--- config.mk ---
export PLATFORM = sky130hd
export DESIGN_NAME = palette_ram_arbiter
export DESIGN_NICKNAME = d
export VERILOG_FILES = /design/src/rtl/palette_ram_arbiter.sv
export SDC_FILE = /design/constraint.sdc
export NUM_CORES = 1
export LEC_CHECK = 0
export CORE_MARGIN = 1
export CORE_UTILIZATION = 55
export CTS_CLUSTER_SIZE = 30
export DETAILED_ROUTE_END_ITERATION = 8
export GPL_TIMING_DRIVEN = 1
export HOLD_SLACK_MARGIN = 0.02
export PLACE_DENSITY = 0.81
export SYNTH_ARGS = -nofsm -noshare
export SYNTH_HDL_FRONTEND = slang
export SYNTH_SLANG_ARGS = --single-unit
--- constraint.sdc ---
create_clock -name clk -period 2.73 [get_ports clk]
set_clock_uncertainty 0.1 [all_clocks]
set_input_delay 0.6825 -clock clk [delete_from_list [all_inputs] [get_ports clk]]
set_output_delay 0.6825 -clock clk [all_outputs]
set_load 0.01 [all_outputs]
--- src/rtl/palette_ram_arbiter.sv ---
// palette_ram_arbiter: 32x6 palette RAM shared by renderer lookups and buffered CPU accesses
module palette_ram_arbiter #(
    parameter int STARVE_LIMIT = 8
) (
    input  logic       clk,
    input  logic       reset_n,
    input  logic       pix_req,
    input  logic [4:0] pix_addr,
    input  logic       grayscale,
    output logic [5:0] pix_index,
    output logic       pix_valid,
    input  logic       cpu_wr_req,
    input  logic       cpu_rd_req,
    input  logic [4:0] cpu_addr,
    input  logic [5:0] cpu_wdata,
    output logic       cpu_busy,
    output logic       cpu_ack,
    output logic [5:0] cpu_rdata
);
    typedef enum logic {IDLE, WAIT} state_t;
    state_t state, state_nx;
    logic [5:0] mem [32];
    logic       op_wr;
    logic [4:0] op_addr;
    logic [5:0] op_data;
    logic [7:0] wait_cnt;
    logic       forced, cpu_go, pix_go, strobe;

    // sprite backdrop entries alias the background backdrop entries
    function automatic logic [4:0] eff(input logic [4:0] a);
        return (a[4] && a[1:0] == 2'b00) ? {1'b0, a[3:0]} : a;
    endfunction

    always_comb begin
        forced   = state == WAIT && wait_cnt == 8'(STARVE_LIMIT);
        cpu_go   = state == WAIT && (!pix_req || forced);
        pix_go   = pix_req && !forced;
        strobe   = state == IDLE && (cpu_wr_req || cpu_rd_req);
        state_nx = strobe ? WAIT : cpu_go ? IDLE : state;
    end

    always_ff @(posedge clk or negedge reset_n)
        if (!reset_n) state <= IDLE;
        else state <= state_nx;

    assign cpu_busy = state == WAIT;

    always_ff @(posedge clk or negedge reset_n) begin
        if (!reset_n) begin
            for (int i = 0; i < 32; i++) mem[i] <= '0;
            pix_index <= '0;
            pix_valid <= 1'b0;
            cpu_ack   <= 1'b0;
            cpu_rdata <= '0;
            wait_cnt  <= '0;
            op_wr     <= 1'b0;
            op_addr   <= '0;
            op_data   <= '0;
        end else begin
            pix_valid <= pix_go;
            cpu_ack   <= cpu_go;
            if (pix_go) pix_index <= grayscale ? mem[eff(pix_addr)] & 6'h30 : mem[eff(pix_addr)];
            // a write strobe wins over a simultaneous read strobe
            if (strobe) begin
                op_wr   <= cpu_wr_req;
                op_addr <= eff(cpu_addr);
                op_data <= cpu_wdata;
            end
            if (cpu_go) begin
                wait_cnt <= '0;
                if (op_wr) mem[op_addr] <= op_data;
                else cpu_rdata <= mem[op_addr];
            end else if (state == WAIT && wait_cnt < 8'(STARVE_LIMIT)) begin
                wait_cnt <= wait_cnt + 8'd1;
            end
        end
    end
endmodule

==> flow_summary.rst, run 1 <==
.. list-table::
   :header-rows: 1

   * - Metric
     - Value
   * - Relative max-transition margin
     - 0.1442
   * - Most area-consuming cells after synthesis
     - sky130_fd_sc_hd__dfrtp_1 49%, sky130_fd_sc_hd__mux2_2 20%, sky130_fd_sc_hd__mux4_2 17%
   * - Mapped Area
     - 0.01170 mm2
   * - Clock share of power
     - 0.274
   * - Register share of total power
     - 0.423
   * - Insertion delay of the later-clocked pin in the worst-skew pair
     - 520 ps
   * - Share of synthesized area spent on multiplexers
     - 0.3760
   * - Fin. Hold Viols
     - 0
   * - Num rows
     - 52
   * - Pre-CTS WS
     - -55.66 ps
   * - Count of inserted antenna diode cells
     - 0
   * - Proportion of synthesized chip area in sequential cells
     - 0.4854
   * - Sum of net half-perimeters after detailed placement
     - 21360 um
   * - Utilization after layout
     - 0.6678
   * - Startpoint types
     - flip-flop
   * - Overall Global Routing Usage
     - 0.2993
   * - Die Ht
     - 147.9 um
   * - First DRT Iteration DRCs
     - 745
   * - Post-Route WL
     - 31110 um
   * - Area share of fa/ha/maj cells after synthesis
     - 0.002138
   * - Cell variety after synth
     - 49
   * - Final worst-path cycle share
     - 0.9984
   * - Max Fclk
     - 0.3669 GHz
   * - Max-slew violation count
     - 0
   * - Startpoint of the worst setup timing path
     - wait_cnt[7]$_DFFE_PN0P_
   * - Post-layout worst setup margin
     - 4.323 ps
   * - Switching share of power
     - 0.3172
   * - Number of H-tree levels
     - 1
   * - Clock buffer count from CTS
     - 25
   * - Layout filler cell count
     - 1428
   * - Commonest cells in the synthesized netlist
     - 227 x sky130_fd_sc_hd__dfrtp_1, 208 x sky130_fd_sc_hd__mux2_2, 86 x sky130_fd_sc_hd__mux4_2, 55 x sky130_fd_sc_hd__clkbuf_1, 35 x sky130_fd_sc_hd__nand2_1
   * - Reported leakage power
     - 6.215 nW
   * - Required @ worst endpoint
     - 3030 ps
   * - Final Non-Filler Cells
     - 1172
   * - Net count, final
     - 909
   * - Placed instance count
     - 1125
   * - TritonCTS sink count
     - 227
   * - Area leader, netlist
     - sky130_fd_sc_hd__dfrtp_1
   * - Maximum capacitance violations
     - 0
   * - Number of antenna violations at the first check in global routing
     - 0
   * - Die area
     - 0.02187 mm2
   * - Total negative slack
     - 0 ps
   * - Predominant post-synthesis flop cell
     - sky130_fd_sc_hd__dfrtp_1
   * - Count of final setup violators
     - 0
   * - Antenna viol nets, final
     - 0
   * - Run status
     - finished, final reports clean
   * - Count of input and output buffers
     - 36
   * - Fraction of registers with async set/reset
     - 1.000
   * - Switching power of the nets
     - 0.003908 W
   * - Dominant combinational cell family by area after synthesis
     - multiplexers
   * - Die span in x
     - 147.9 um
   * - Number of global-route vias before repair
     - 8266
   * - Depth of the worst register-to-register path
     - 6
   * - Class of the worst hold path
     - input port to async pin
   * - IO Count
     - 37
   * - Yosys warnings
     - 0
   * - Most numerous cell in the Yosys netlist
     - sky130_fd_sc_hd__dfrtp_1
   * - Gate count after technology mapping
     - 819
   * - Initial cell density of the core
     - 0.5693
   * - Max rail drop VDD
     - 0.0005928 V
   * - Power per standard cell area
     - 897.4 mW/mm2
   * - Clock tree from TritonCTS
     - built
   * - Setup repair after global routing missed its margin
     - true
   * - Length of the first detailed-routing pass in iterations
     - 5
   * - Maximum buffer depth of the clock tree
     - 3
   * - Average detailed-routed wire length per instance
     - 26.54 um
   * - Comb power frac
     - 0.302
   * - Arrival time at the worst endpoint
     - 3020 ps
   * - Xor and xnor fraction of the mapped netlist area
     - 0.001497
   * - Layout cell share with drive strength beyond 1
     - 0.4778
   * - Internal portion of total power
     - 0.008414 W
   * - Layout overhead on the synthesized area
     - 17.32%
   * - Kind of critical path
     - flip-flop to flip-flop
   * - EDFF count, synth
     - 0
   * - Hold slack
     - 59.66 ps
   * - Worst r2r src
     - wait_cnt[7]$_DFFE_PN0P_
   * - Worst-Margin Slew
     - 1284 ps
   * - Syn_nets
     - 843
   * - Clk Tree Root Cell
     - sky130_fd_sc_hd__clkbuf_16
   * - Routed vias
     - 7976
   * - Min Tclk post-route
     - 2726 ps
   * - Max FO, Critical Path
     - 6
   * - Top cell type's share of synthesized area
     - 0.4854
   * - Largest net degree at the start of global routing
     - 85
   * - Via-to-Cell Ratio
     - 6.805
   * - Number of synthesized register bits
     - 227
   * - Global placement routability congestion
     - 1.003
   * - DR DRC count
     - 0
   * - Compound-gate portion of the synthesized area
     - 0.03923
   * - Global-route wire length before repair
     - 49050 um
   * - Syn avg cell area
     - 14.29 um2
   * - Simple logic cell fraction of the synthesized area
     - 0.07034
   * - CTS clock-pin slew for the worst setup and hold paths
     - 60 ps
   * - Leftover overflow at the end of global routing
     - 0
   * - Crit path capture type
     - flip-flop
   * - Total core area
     - 0.02056 mm2
[layer usage]
layer | vias to the layer above | share of wire | global-route usage
met3 | 108 | 0.096 | 0.06512
met4 | 0 | 0.048 | 0.1258
met5 | - | 0 | 0
met1 | 4107 | 0.39 | 0.4081
li1 | 3276 | - | -
met2 | 485 | 0.47 | 0.4686
[final cells by class]
type | count | area (um2) | share of cell area
flip-flops and latches | 227 | 5685 | 0.4141
repair buffers | 107 | 1050 | 0.07645
clock inverters | 10 | 128.9 | 0.009386
clock buffers | 34 | 689.4 | 0.05021
inverters | 9 | 33.78 | 0.002460
well taps | 270 | 337.8 | 0.02460
multi-input cells | 515 | 5806 | 0.4228
[metrics by stage]
stage                     area [um2]  total power [W]
final                          13730          0.01232
after global routing           13730          0.01282
after CTS                      13620          0.01225
after detailed placement       12800         0.008849
after global placement         12800         0.008669
after floorplan                11710         0.007450
[cells by family (layout without fill, tap and decap cells)]
group	after synthesis	in the layout
mux	306	306
fa+ha+maj	2	2
simple gates	145	145
flops	227	227
xor+xnor	2	2
buf+inv	77	160
compound gates	60	60
[critical path, cell delays in order (launching register included)]
cell and delay, ps:
sky130_fd_sc_hd__dfrtp_1 370, sky130_fd_sc_hd__or4b_4 550, sky130_fd_sc_hd__o31ai_4 260, sky130_fd_sc_hd__inv_2 70
sky130_fd_sc_hd__or4_4 540, sky130_fd_sc_hd__nor3_4 310, sky130_fd_sc_hd__mux2_2 390
[worst paths after layout]
path / slack, ps / endpoint
worst min-delay path: 60 / mem[15]$_DFFE_PN0P_
worst max-delay path: 4 / mem[167]$_DFFE_PN0P_
worst max register to register: 4 / mem[167]$_DFFE_PN0P_
worst min register to register: 390 / wait_cnt[7]$_DFFE_PN0P_
max in group asynchronous: 1770 / mem[33]$_DFFE_PN0P_
min in group clk: 390 / wait_cnt[7]$_DFFE_PN0P_
[layout by cell type (no fill, tap or decap), types with 6 or more instances in the layout]
master | Yosys | final
sky130_fd_sc_hd__inv_1 | 7 | 7
sky130_fd_sc_hd__clkinv_2 | 0 | 6
sky130_fd_sc_hd__nand4_1 | 11 | 11
sky130_fd_sc_hd__mux2_2 | 208 | 200
sky130_fd_sc_hd__nand2_1 | 35 | 35
sky130_fd_sc_hd__clkbuf_1 | 55 | 6
sky130_fd_sc_hd__mux2i_1 | 11 | 11
sky130_fd_sc_hd__mux2_4 | 0 | 8
sky130_fd_sc_hd__buf_12 | 0 | 12
sky130_fd_sc_hd__nand3_1 | 28 | 19
sky130_fd_sc_hd__nor2_1 | 11 | 11
sky130_fd_sc_hd__mux4_2 | 86 | 86
sky130_fd_sc_hd__a22oi_1 | 28 | 28
sky130_fd_sc_hd__dfrtp_1 | 227 | 225
sky130_fd_sc_hd__and2_1 | 6 | 6
sky130_fd_sc_hd__nor3_1 | 14 | 14
sky130_fd_sc_hd__clkdlybuf4s50_1 | 0 | 33
sky130_fd_sc_hd__clkbuf_16 | 0 | 25
sky130_fd_sc_hd__nand3_2 | 0 | 9
sky130_fd_sc_hd__or3_1 | 11 | 10
sky130_fd_sc_hd__buf_4 | 0 | 56
[power groups by stage]
stage	sequential [W]	clock (W)	combinational (W)
finish	0.00522	0.00338	0.00373
global route	0.00533	0.00356	0.00393
CTS	0.00518	0.00341	0.00366
detailed placement	0.00522	0	0.00363
global placement	0.00514	0	0.00353
floorplan	0.00487	0	0.00258
[state kept, by name, summed over array words and instances (netlist names)]
register   flops
cpu_ack        1
cpu_busy       1
cpu_rdata      6
mem          192
op_addr        5
op_data        6
op_wr          1
pix_index      6
pix_valid      1
wait_cnt       8
[what timing repair did]
item / CTS / global route
gates resized for setup: 0 / 21
setup endpoints to repair: 0 / 79
setup buffers: 0 / 3
hold buffers: 0 / 0
Note: power is estimated with default switching activity, not from simulation.
==> run 2, diff against run 1 <==
Settings changed: PLACE_DENSITY 0.81 to 0.79, TNS_END_PERCENT from default to 20.
Clock period 2.73 ns to 3.37 ns, I/O delays scaled along.
==> flow_summary.rst, run 2 (synthesis gave the netlist of run 1 again) <==
.. list-table::
   :header-rows: 1

   * - Metric
     - Value
   * - Number of buffers added to fix hold violations after cts
     - 0 (unchanged)
   * - Switching power of the nets
     - 0.003202 W (-18%)
   * - Global placement routability congestion
     - 0.9636 (-3.9%)
   * - Register containing the most flip-flops in the final layout
     - mem
   * - Peak-usage layer in the global routing report
     - met2
   * - Setup repair after global routing missed its margin
     - false
   * - Run status
     - finished, final reports clean
   * - Min Tclk post-route
     - 3095 ps (+369.6 ps)
   * - Power per standard cell area
     - 744.6 mW/mm2 (-17%)
   * - Antenna viol nets, final
     - 0 (unchanged)
   * - Final worst-path cycle share
     - 0.9185 (-0.07995)
   * - Clock share of power
     - 0.278 (+0.004)
   * - Routed vias
     - 7890 (-1.1%)
   * - Via-to-Cell Ratio
     - 6.885 (+1.2%)
   * - Maximum buffer depth of the clock tree
     - 3 (unchanged)
   * - Post-layout instance area
     - 0.01335 mm2 (-2.8%)
   * - Average detailed-routed wire length per instance
     - 27.89 um (+5.1%)
   * - Net count, final
     - 883 (-2.9%)
   * - Reported leakage power
     - 6.031 nW (-3.0%)
   * - Largest net degree at the start of global routing
     - 78 (-8.2%)
   * - Count of final setup violators
     - 0 (unchanged)
   * - Clock buffer count from CTS
     - 25 (unchanged)
   * - Length of the first detailed-routing pass in iterations
     - 6 (+1)
   * - Crit path capture type
     - flip-flop
   * - Global-route wire length before repair
     - 50200 um (+2.3%)
   * - Kind of critical path
     - flip-flop to flip-flop
   * - Leading cell type in the layout, fill and taps excluded
     - sky130_fd_sc_hd__dfrtp_1
   * - Max Fclk
     - 0.3231 GHz (-12%)
   * - Required @ worst endpoint
     - 3670 ps (+640 ps)
   * - Maximum capacitance violations
     - 0 (unchanged)
   * - Clk Tree Root Cell
     - sky130_fd_sc_hd__clkbuf_16
   * - Startpoint of the worst setup timing path
     - cpu_busy$_DFFE_PN0P_
   * - Die Ht
     - 147.9 um (unchanged)
   * - Internal portion of total power
     - 0.006739 W (-20%)
   * - Number of antenna violations at the first check in global routing
     - 0 (unchanged)
   * - First DRT Iteration DRCs
     - 820 (+10%)
   * - DR DRC count
     - 0 (unchanged)
   * - DP Area
     - 0.01253 mm2 (-2.1%)
   * - Total core area
     - 0.02056 mm2 (unchanged)
   * - Final Power
     - 0.009941 W (-19%)
   * - Number of flip-flops in the largest register
     - 192 (unchanged)
   * - Number of instances resized during post-cts repair
     - 0 (unchanged)
   * - Fraction of met1 tracks used by global routing
     - 0.4202 (+0.01210)
   * - Startpoint types
     - flip-flop
   * - Max rail drop VDD
     - 0.0003558 V (-40%)
   * - Fraction of met3 tracks used by global routing
     - 0.06512 (unchanged)
   * - Worst r2r src
     - cpu_busy$_DFFE_PN0P_
   * - Class of the worst hold path
     - input port to async pin
   * - Die area
     - 0.02187 mm2 (unchanged)
   * - Clock tree from TritonCTS
     - built
   * - CTS clock-pin slew for the worst setup and hold paths
     - 60 ps (about the same)
   * - Initial cell density of the core
     - 0.5693 (unchanged)
   * - Depth of the worst register-to-register path
     - 6 (unchanged)
   * - Sum of net half-perimeters after detailed placement
     - 21840 um (+2.2%)
   * - Count of inserted antenna diode cells
     - 0 (unchanged)
   * - Pre-CTS WS
     - 255.0 ps (+310.7 ps)
   * - Max FO, Critical Path
     - 9 (+3)
   * - Comb power frac
     - 0.271 (-0.031)
   * - Number of H-tree levels
     - 1 (unchanged)
   * - Num rows
     - 52 (unchanged)
   * - Top library cells by usage in the layout, fill and taps aside
     - 225 x sky130_fd_sc_hd__dfrtp_1, 208 x sky130_fd_sc_hd__mux2_2, 86 x sky130_fd_sc_hd__mux4_2
   * - Met2 Usage GRT
     - 0.4804 (+0.01179)
   * - Die span in x
     - 147.9 um (unchanged)
   * - Number of global-route vias before repair
     - 8306 (+0.48%)
   * - IO Count
     - 37 (unchanged)
   * - Switching share of power
     - 0.3221 (+0.004922)
   * - Largest registers
     - mem x192, wait_cnt x8
   * - Post-Route WL
     - 31960 um (+2.7%)
   * - Worst-Margin Slew
     - 1329 ps (+45.17 ps)
   * - Fin. Hold Viols
     - 0 (unchanged)
   * - Relative max-transition margin
     - 0.1141 (-0.03011)
   * - Post-layout worst setup margin
     - 274.8 ps (+270.4 ps)
   * - Max-slew violation count
     - 0 (unchanged)
   * - TritonCTS sink count
     - 227 (unchanged)
   * - Register-to-register setup slack
     - 270 ps (+270 ps)
   * - Post CTS Setup Buffer Count
     - 0 (unchanged)
   * - Layout overhead on the synthesized area
     - 14.07%
   * - Insertion delay of the later-clocked pin in the worst-skew pair
     - 530 ps (about the same)
   * - Register share of total power
     - 0.451 (+0.028)
   * - Arrival time at the worst endpoint
     - 3400 ps (+380 ps)
   * - Layout cell share with drive strength beyond 1
     - 0.4486 (-0.02920)
   * - Leftover overflow at the end of global routing
     - 0 (unchanged)
   * - Count of input and output buffers
     - 36 (unchanged)
   * - Total negative slack
     - 0 ps (unchanged)
   * - Overall Global Routing Usage
     - 0.3090 (+0.009656)
run 2: changes by cell type in the layout (fill, tap and decap cells not counted), moves of 2 or more:
cell	delta
sky130_fd_sc_hd__mux2_2	+8
sky130_fd_sc_hd__buf_12	-8
sky130_fd_sc_hd__buf_6	-3
sky130_fd_sc_hd__nand3_2	-9
sky130_fd_sc_hd__buf_4	-15
sky130_fd_sc_hd__clkbuf_1	+2
sky130_fd_sc_hd__nand3_1	+9
sky130_fd_sc_hd__clkinv_2	-3
sky130_fd_sc_hd__mux2_4	-8
run 2: cell type report:
type / count / area, um2
flip-flops and latches: 227 / 5685
inverters: 9 / 33.78
clock buffers: 37 / 710.7
clock inverters: 7 / 113.9
well taps: 270 / 337.8
fillers: 1449 / 7209
repair buffers: 81 / 743.2
multi-input cells: 515 / 5725
run 2: path summary, 6_finish.rpt:
check                                     endpoint
setup / recovery              mem[116]$_DFFE_PN0P_
hold / removal                mem[180]$_DFFE_PN0P_
setup reg to reg              mem[116]$_DFFE_PN0P_
hold reg to reg            wait_cnt[5]$_DFFE_PN0P_
max in group asynchronous   op_addr[0]$_DFFE_PN0P_
min in group clk           wait_cnt[5]$_DFFE_PN0P_
run 2: per-layer routing:
| metal | vias up | share of wire |
|---|---|---|
| li1 | 3236 | - |
| met1 | 4095 | 0.38 |
| met2 | 457 | 0.47 |
| met3 | 102 | 0.10 |
| met4 | 0 | 0.047 |
| met5 | - | 0 |
run 2: worst max-delay path: stages, from the launching register on:
cell,delay [ps]
sky130_fd_sc_hd__dfrtp_1,450
sky130_fd_sc_hd__or4b_4,540
sky130_fd_sc_hd__o31ai_4,410
sky130_fd_sc_hd__inv_2,150
sky130_fd_sc_hd__or4_4,560
sky130_fd_sc_hd__nor3_4,360
sky130_fd_sc_hd__mux2_2,390
run 2: stage by stage:
step,hold slack [ps],instances,util
after floorplan,354.5,819,-
after global placement,372.8,1102,0.6092
after detailed placement,384.7,1102,0.6092
after CTS,210.4,1146,0.6493
after global routing,234.5,1146,0.6493
final,197.7,1146,0.6493
run 2: power groups by stage:
stage	Sequential (W)	Clock [W]	Combinational [W]
after floorplan	0.00395	0	0.00209
after global placement	0.00438	0	0.00256
after detailed placement	0.00449	0	0.00265
after CTS	0.00446	0.00279	0.00267
after global routing	0.00458	0.00290	0.00284
final	0.00448	0.00277	0.00269
==> run 3, diff against run 2 <==
Settings changed: SLEW_MARGIN from default to 10.
==> flow_summary.rst, run 3 (synthesis gave the netlist of run 1 again) <==
.. list-table::
   :header-rows: 1

   * - Metric
     - Value
   * - Max FO, Critical Path
     - 9 (unchanged)
   * - Die area
     - 0.02187 mm2 (unchanged)
   * - Final worst-path cycle share
     - 0.9153 (-0.003179)
   * - Post-layout worst setup margin
     - 285.5 ps (+10.71 ps)
   * - Global placement routability congestion
     - 0.9636 (unchanged)
   * - Count of input and output buffers
     - 36 (unchanged)
   * - Num rows
     - 52 (unchanged)
   * - Number of antenna violations at the first check in global routing
     - 0 (unchanged)
   * - TritonCTS sink count
     - 227 (unchanged)
   * - Global-route wire length before repair
     - 50200 um (unchanged)
   * - Length of the first detailed-routing pass in iterations
     - 5 (-1)
   * - Maximum buffer depth of the clock tree
     - 3 (unchanged)
   * - Average detailed-routed wire length per instance
     - 27.87 um (about the same)
   * - Max Fclk
     - 0.3242 GHz (+0.35%)
   * - Number of flip-flops in the largest register
     - 192 (unchanged)
   * - Worst R2R End
     - mem[116]$_DFFE_PN0P_
   * - Die span in x
     - 147.9 um (unchanged)
   * - Die Ht
     - 147.9 um (unchanged)
   * - Net count, final
     - 884 (+0.11%)
   * - CTS clock-pin slew for the worst setup and hold paths
     - 60 ps (about the same)
   * - Initial cell density of the core
     - 0.5693 (unchanged)
   * - Clk Tree Root Cell
     - sky130_fd_sc_hd__clkbuf_16
   * - Worst-Margin Slew
     - 1183 ps (-145.9 ps)
   * - Required @ worst endpoint
     - 3670 ps (about the same)
   * - Max-slew violation count
     - 0 (unchanged)
   * - Total negative slack
     - 0 ps (unchanged)
   * - Antenna viol nets, final
     - 0 (unchanged)
   * - Count of inserted antenna diode cells
     - 0 (unchanged)
   * - Pre-CTS WS
     - 255.0 ps (unchanged)
   * - Clock tree from TritonCTS
     - built
   * - Startpoint types
     - flip-flop
   * - Number of global-route vias before repair
     - 8306 (unchanged)
   * - Min Tclk post-route
     - 3085 ps (-10.71 ps)
   * - IO Count
     - 37 (unchanged)
   * - Power per standard cell area
     - 744.4 mW/mm2 (about the same)
   * - Post-Route WL
     - 31970 um (about the same)
   * - Critical-path cell list
     - or4b_4 > o31ai_4 > inv_2 > or4_4 > nor3_4 > mux2_2
   * - Relative max-transition margin
     - 0.2113 (+0.09724)
   * - Final Non-Filler Cells
     - 1147 (+0.087%)
   * - Class of the worst hold path
     - input port to async pin
   * - Worst path slowest cell
     - sky130_fd_sc_hd__or4_4
   * - Count of final setup violators
     - 0 (unchanged)
   * - Insertion delay of the later-clocked pin in the worst-skew pair
     - 530 ps (about the same)
   * - Number of H-tree levels
     - 1 (unchanged)
   * - Maximum capacitance violations
     - 0 (unchanged)
   * - Hold slack
     - 195.3 ps (-2.396 ps)
   * - Layout cell share with drive strength beyond 1
     - 0.4515 (+0.002909)
   * - Post CTS Setup Buffer Count
     - 0 (unchanged)
   * - Largest registers
     - mem x192, wait_cnt x8
   * - Top library cells by usage in the layout, fill and taps aside
     - 223 x sky130_fd_sc_hd__dfrtp_1, 208 x sky130_fd_sc_hd__mux2_2, 86 x sky130_fd_sc_hd__mux4_2
   * - Arrival time at the worst endpoint
     - 3390 ps (about the same)
   * - Register-to-register setup slack
     - 290 ps (about the same)
   * - Leftover overflow at the end of global routing
     - 0 (unchanged)
   * - Number of instances resized during post-cts repair
     - 0 (unchanged)
   * - DR DRC count
     - 0 (unchanged)
   * - Max rail drop VDD
     - 0.0003544 V (-0.37%)
   * - Sum of net half-perimeters after detailed placement
     - 21840 um (unchanged)
   * - Overall Global Routing Usage
     - 0.3090 (unchanged)
   * - Depth of the worst register-to-register path
     - 6 (unchanged)
   * - Routed vias
     - 7929 (+0.49%)
   * - Clock buffer count from CTS
     - 25 (unchanged)
   * - Number of buffers added to fix hold violations after cts
     - 0 (unchanged)
   * - Run status
     - finished, final reports clean
   * - Via-to-Cell Ratio
     - 6.913 (+0.41%)
   * - Critical path's largest stage delay
     - 560 ps (about the same)
   * - Layout filler cell count
     - 1446 (-0.21%)
   * - Largest net degree at the start of global routing
     - 78 (unchanged)
   * - Layout overhead on the synthesized area
     - 14.22%
   * - Setup repair after global routing missed its margin
     - false
   * - Total core area
     - 0.02056 mm2 (unchanged)
   * - Kind of critical path
     - flip-flop to flip-flop
   * - Worst r2r src
     - cpu_busy$_DFFE_PN0P_
   * - Reported leakage power
     - 6.036 nW (about the same)
   * - Crit path capture type
     - flip-flop
   * - Placed instance count
     - 1102 (unchanged)
   * - Leading cell type in the layout, fill and taps excluded
     - sky130_fd_sc_hd__dfrtp_1
   * - First DRT Iteration DRCs
     - 786 (-4.1%)
   * - Register containing the most flip-flops in the final layout
     - mem
   * - Fin. Hold Viols
     - 0 (unchanged)
[run 3: through the flow]
step	util	total power (W)	area, um2
2_1_floorplan	-	0.006035	11700
3_3_place_gp	0.6092	0.006937	12530
3_5_place_dp	0.6092	0.007132	12530
4_1_cts	0.6493	0.009913	13350
5_1_grt	0.6502	0.01034	13370
6_report	0.6502	0.009951	13370
[run 3: worst max path at each step]
stage | start | endpoint | slack (ps) | depth (start not counted)
4_1_cts | cpu_busy$_DFFE_PN0P_ | mem[116]$_DFFE_PN0P_ | 280 | 6
3_5_place_dp | pix_req | mem[116]$_DFFE_PN0P_ | 260 | 6
5_1_grt | cpu_busy$_DFFE_PN0P_ | mem[116]$_DFFE_PN0P_ | 180 | 6
2_1_floorplan | pix_addr[1] | pix_index[0]$_DFFE_PN0P_ | 330 | 9
3_3_place_gp | pix_addr[0] | pix_index[3]$_DFFE_PN0P_ | 320 | 6
6_report | cpu_busy$_DFFE_PN0P_ | mem[116]$_DFFE_PN0P_ | 290 | 6
[run 3: report_power, final]
group | switching (W) | internal, W
logic | 0.00117 | 0.00155
clock network | 0.00108 | 0.00168
registers | 0.000947 | 0.00352
total | 0.00320 | 0.00675
[run 3: layer usage]
metal | part of all wire | global-route usage | vias up
li1 | - | - | 3241
met1 | 0.39 | 0.4202 | 4132
met2 | 0.47 | 0.4804 | 445
met3 | 0.095 | 0.06512 | 111
met4 | 0.048 | 0.1438 | 0
met5 | 0 | 0 | -
[run 3: critical path: cells and delay by family, from the launching register on]
family                 cells  cell delay [ps]
AND/OR/NAND/NOR            3             1460
flip-flops                 1              450
AO/OA/AOI/OAI              1              410
multiplexers               1              390
buffers and inverters      1              150
[run 3: cell type report]
| class | instances | area [um2] | area share |
|---|---|---|---|
| multi-input cells | 515 | 5725 | 0.4283 |
| flip-flops and latches | 227 | 5688 | 0.4255 |
| repair buffers | 82 | 758.2 | 0.05672 |
| clock buffers | 37 | 710.7 | 0.05316 |
| well taps | 270 | 337.8 | 0.02527 |
| clock inverters | 7 | 113.9 | 0.008517 |
| inverters | 9 | 33.78 | 0.002527 |
